--- config.mk ---
export PLATFORM = sky130hd
export DESIGN_NAME = pipe_front_regs
export DESIGN_NICKNAME = d
export VERILOG_FILES = /design/src/rtl/pipe_front_regs.sv
export SDC_FILE = /design/constraint.sdc
export NUM_CORES = 1
export LEC_CHECK = 0
export BUFFER_PORTS_ARGS = -buffer_cell sky130_fd_sc_hd__buf_2
export CAP_MARGIN = 0
export CORE_AREA = 5 5 179 181
export DETAILED_ROUTE_END_ITERATION = 12
export DIE_AREA = 0 0 184 186
export PLACE_DENSITY = 0.63
export SLEW_MARGIN = 20
export SYNTH_ARGS = -nofsm -noshare
export SYNTH_HDL_FRONTEND = slang
export SYNTH_SLANG_ARGS = --single-unit
--- constraint.sdc ---
create_clock -name clk -period 3.5 [get_ports clk]
set_clock_uncertainty 0.05 [all_clocks]
set_input_delay 0.7 -clock clk [delete_from_list [all_inputs] [get_ports clk]]
set_output_delay 0.7 -clock clk [all_outputs]
set_load 0.02 [all_outputs]
--- src/rtl/pipe_front_regs.sv ---
// Fetch PC, IF/ID and ID/EX pipeline registers for the five-stage MIPS core,
// with hazard-driven stall/clear/flush handling and saturating stall/bubble counters.
module pipe_front_regs #(
    parameter logic [31:0] RESET_PC = 32'h0000_0000,
    parameter int          CNT_W    = 16
) (
    input  logic             clk,
    input  logic             reset,
    input  logic             stallF,
    input  logic             stallD,
    input  logic             flushE,
    input  logic             pcsrcD,
    input  logic             jumpD,
    input  logic             cnt_clr,
    input  logic [31:0]      pcnextF,
    input  logic [31:0]      instrF,
    input  logic [31:0]      pcplus4F,
    input  logic [31:0]      rd1D,
    input  logic [31:0]      rd2D,
    input  logic [31:0]      signimmD,
    input  logic [4:0]       rsD,
    input  logic [4:0]       rtD,
    input  logic [4:0]       rdD,
    input  logic [7:0]       ctrlD,
    output logic [31:0]      pcF,
    output logic [31:0]      instrD,
    output logic [31:0]      pcplus4D,
    output logic             validD,
    output logic [31:0]      srcaE,
    output logic [31:0]      srcbE,
    output logic [31:0]      signimmE,
    output logic [4:0]       rsE,
    output logic [4:0]       rtE,
    output logic [4:0]       rdE,
    output logic [7:0]       ctrlE,
    output logic             validE,
    output logic [CNT_W-1:0] stall_cnt,
    output logic [CNT_W-1:0] bubble_cnt
);

    localparam logic [CNT_W-1:0] CNT_MAX = '1;

    logic        clr_d;
    logic [31:0] pc_q, pc_d;

    logic [31:0] if_instr_q, if_instr_d;
    logic [31:0] if_pcplus4_q, if_pcplus4_d;
    logic        if_valid_q, if_valid_d;

    logic [31:0] ex_srca_q, ex_srca_d;
    logic [31:0] ex_srcb_q, ex_srcb_d;
    logic [31:0] ex_imm_q, ex_imm_d;
    logic [4:0]  ex_rs_q, ex_rs_d;
    logic [4:0]  ex_rt_q, ex_rt_d;
    logic [4:0]  ex_rd_q, ex_rd_d;
    logic [7:0]  ex_ctrl_q, ex_ctrl_d;
    logic        ex_valid_q, ex_valid_d;

    logic [1:0]  cnt_inc;

    assign clr_d = pcsrcD | jumpD;

    always_comb begin
        pc_d = stallF ? pc_q : pcnextF;

        // A stalled branch may resolve pcsrcD from stale operands, so hold beats clear.
        if_instr_d   = if_instr_q;
        if_pcplus4_d = if_pcplus4_q;
        if_valid_d   = if_valid_q;
        if (!stallD) begin
            if (clr_d) begin
                if_instr_d   = 32'h0;
                if_pcplus4_d = 32'h0;
                if_valid_d   = 1'b0;
            end else begin
                if_instr_d   = instrF;
                if_pcplus4_d = pcplus4F;
                if_valid_d   = 1'b1;
            end
        end

        ex_srca_d  = rd1D;
        ex_srcb_d  = rd2D;
        ex_imm_d   = signimmD;
        ex_rs_d    = rsD;
        ex_rt_d    = rtD;
        ex_rd_d    = rdD;
        ex_ctrl_d  = ctrlD;
        ex_valid_d = if_valid_q;
        if (flushE) begin
            ex_srca_d  = 32'h0;
            ex_srcb_d  = 32'h0;
            ex_imm_d   = 32'h0;
            ex_rs_d    = 5'h0;
            ex_rt_d    = 5'h0;
            ex_rd_d    = 5'h0;
            ex_ctrl_d  = 8'h0;
            ex_valid_d = 1'b0;
        end
    end

    always_ff @(posedge clk) begin
        if (reset) begin
            pc_q         <= RESET_PC;
            if_instr_q   <= 32'h0;
            if_pcplus4_q <= 32'h0;
            if_valid_q   <= 1'b0;
            ex_srca_q    <= 32'h0;
            ex_srcb_q    <= 32'h0;
            ex_imm_q     <= 32'h0;
            ex_rs_q      <= 5'h0;
            ex_rt_q      <= 5'h0;
            ex_rd_q      <= 5'h0;
            ex_ctrl_q    <= 8'h0;
            ex_valid_q   <= 1'b0;
        end else begin
            pc_q         <= pc_d;
            if_instr_q   <= if_instr_d;
            if_pcplus4_q <= if_pcplus4_d;
            if_valid_q   <= if_valid_d;
            ex_srca_q    <= ex_srca_d;
            ex_srcb_q    <= ex_srcb_d;
            ex_imm_q     <= ex_imm_d;
            ex_rs_q      <= ex_rs_d;
            ex_rt_q      <= ex_rt_d;
            ex_rd_q      <= ex_rd_d;
            ex_ctrl_q    <= ex_ctrl_d;
            ex_valid_q   <= ex_valid_d;
        end
    end

    // Counter 0 tracks decode stalls; counter 1 counts cycles with any bubble (once per cycle).
    assign cnt_inc[0] = stallD;
    assign cnt_inc[1] = flushE | (clr_d & ~stallD);

    genvar gi;
    generate
        for (gi = 0; gi < 2; gi++) begin : g_cnt
            logic [CNT_W-1:0] cnt_q, cnt_d;

            always_comb begin
                cnt_d = cnt_q;
                if (cnt_clr)
                    cnt_d = '0;
                else if (cnt_inc[gi] && (cnt_q != CNT_MAX))
                    cnt_d = cnt_q + CNT_W'(1);
            end

            always_ff @(posedge clk) begin
                if (reset)
                    cnt_q <= '0;
                else
                    cnt_q <= cnt_d;
            end
        end
    endgenerate

    assign stall_cnt  = g_cnt[0].cnt_q;
    assign bubble_cnt = g_cnt[1].cnt_q;

    assign pcF      = pc_q;
    assign instrD   = if_instr_q;
    assign pcplus4D = if_pcplus4_q;
    assign validD   = if_valid_q;
    assign srcaE    = ex_srca_q;
    assign srcbE    = ex_srcb_q;
    assign signimmE = ex_imm_q;
    assign rsE      = ex_rs_q;
    assign rtE      = ex_rt_q;
    assign rdE      = ex_rd_q;
    assign ctrlE    = ex_ctrl_q;
    assign validE   = ex_valid_q;

endmodule
==> out/metrics.csv <==
metric,value,unit
p_leak,5.79,nW
first_pass_iters,4,
final-hold-violation-count,0,
ys_top_cells_by_area,"dfxtp_1 61%, and2_1 9.3%, a22oi_1 5.9%, nor2_1 5.0%, mux2i_1 4.3%",
cts_tree,done,
synth.cell_area,8160,um2
ys_top_cells_by_count,"249 x dfxtp_1, 121 x and2_1, 108 x nor2_1",
avgSynthCellArea,10.6,um2
antenna_found_initial,4,
clkLatencyLatePin,0.52,ns
num_rows,64,
drtIter0Drc,303,
path_cells,nand4_2 > nor3_1 > o311ai_0 > o41ai_1,
rsz0062_at_grt,false,
core_area,30300,um2
critical_path_peak_fanout,11,
cts_buffer_depth,3,
synth_top_area_share,61.1,%
ys_ff_latch,249,
max_cap_violations,0,
hold_buffers,0,
track_usage,14.4,%
arrival,2.49,ns
r2r_cells,4,
clk_pin_slew,0.06,ns
end_kind,flip-flop,
clock_sinks,249,
diodes,0,
synth_cells,772,
ios,472,
ant_nets,0,
r2r_end,bubble_cnt[10],
post-synth-top-count-cell,dfxtp_1,
fin_cells,1644,
postCtsSetupRepairBufs,0,
yosysSeqAreaShare,61.1,%
place_hpwl,20600,um
cpPeakStageDelay,0.85,ns
fin_util,39.1,%
grt_pass1_wl,39800,um
hold_end,srcbE[22],
cp_slowest_cell,nor3_1,
netlist.top_cell.by_area,dfxtp_1,
period_share,60.5,%
r2r_slack,1.38,ns
cts_root_buf,clkbuf_16,
fillers,3090,
nets,1454,
hp-class,primary input to flip-flop,
peakVddDrop,346,uV
drv_slew,0,
fp.dieW,184,um
status,finished clean,
synth_ff_type,dfxtp_1,
min_period,2.12,ns
worstMarginPinSlew,0.970,ns
synth_warnings,0,
gp_congestion,0.794,
final_layout_size_suffix_gt1_share,42.9,%
cts_inserted_buffers,27,
place_inst,1596,
synth_cell_type_count,48,
fmax,473,MHz
io_buffers,471,
required,3.87,ns
post_cts_resized,0,
finalWirelength,27000,um
h-tree-depth,1,
area_growth,45.1,%
routedWlPerCell,16.4,um
rr_startpoint,bubble_cnt[4],
critPathLaunchType,flip-flop,
dr_total_vias,7281,
synth_edf_count,0,
async_reset_ff_share,0,%
relSlewSlack,34.8,%
holdPathStages,2,
syn-num-nets,997,
power_density,552,nW/um2
setup_viol,0,
grt_overflow,0,
die_h,186,um
initial_core_util,27.0,%
vias_per_cell,4.43,
die_area,34200,um2
finalSetupTns,0,ns
hp-start,rd2D[22],
crit_type,flip-flop to flip-flop,
drc,0,
grt_max_degree,111,
grt_pass1_vias,7098,
==> where the power goes <==
group	leakage (nW)	switching (W)	total (W)	internal, W
clock	0.469	0.00114	0.00302	0.00188
sequential	2.04	0.0000336	0.00296	0.00293
combinational	3.29	0.000324	0.000551	0.000227
==> worst max-delay path by stage <==
| stage | from | endpoint | slack [ns] |
|---|---|---|---|
| floorplan | stallD | stall_cnt[15] | 1.47 |
| global placement | stallD | stall_cnt[15] | 0.90 |
| detailed placement | stallD | stall_cnt[15] | 0.85 |
| CTS | bubble_cnt[4] | bubble_cnt[10] | 1.37 |
| global route | bubble_cnt[4] | bubble_cnt[10] | 1.10 |
| finish | bubble_cnt[4] | bubble_cnt[10] | 1.38 |
==> cell usage in the layout, fill, tap and decap left out, types with 11 or more instances in the layout <==
master	synthesis	routed
clkbuf_16	0	27
o31ai_1	11	11
a21oi_1	17	17
nand2_1	14	14
buf_2	6	470
and2_1	121	121
mux2i_1	35	35
a22oi_1	64	64
nor2_1	108	107
dfxtp_1	249	249
==> worst max-delay path: cells and delay by family, from the launching register on <==
family | cells | cell delay [ns]
AO/OA/AOI/OAI | 2 | 0.36
flip-flops | 1 | 0.50
AND/OR/NAND/NOR | 2 | 1.10
==> layer usage <==
metal,global-route usage [%],wire (um),vias up,part of all wire (%)
met5,0,48,-,0.18
met4,4.41,711,8,2.6
met3,5.59,2880,52,11
met2,25.9,13700,333,51
met1,15.7,9580,3319,36
li1,-,-,3569,-
==> final cells by class <==
type	instances	area (um2)	area share, %
Sequential cell	249	4980	42.1
Timing Repair Buffer	478	2420	20.5
Clock inverter	14	200	1.69
Inverter	8	30.0	0.254
Multi-Input combinational cell	465	2950	24.9
Clock buffer	34	752	6.35
Tap cell	396	495	4.19
==> kinds of logic after synthesis <==
group / synth area share (%)
compound gates: 11.1
xor+xnor: 0.215
fa+ha+maj: 0.307
buf+inv: 2.90
flops: 61.1
mux: 4.29
simple gates: 20.1
==> through the flow <==
step | hold slack, ns | setup slack, ns | cell area (um2) | total power (W)
final | 0.321 | 1.38 | 11800 | 0.00654
after global routing | 0.294 | 1.10 | 11800 | 0.00683
after CTS | 0.281 | 1.37 | 11800 | 0.00666
after detailed placement | 0.432 | 0.846 | 10900 | 0.00359
after global placement | 0.414 | 0.902 | 10900 | 0.00358
after floorplan | 0.503 | 1.47 | 8160 | 0.00331
==> sequential cells by signal, indices dropped and copies added, names as in the netlist <==
register	count
pcplus4D	32
rtE	5
ctrlE	8
instrD	32
srcaE	32
validD	1
validE	1
srcbE	32
signimmE	32
pcF	32
rdE	5
rsE	5
bubble_cnt	16
stall_cnt	16
No activity file was read; power rests on OpenSTA's default activity.
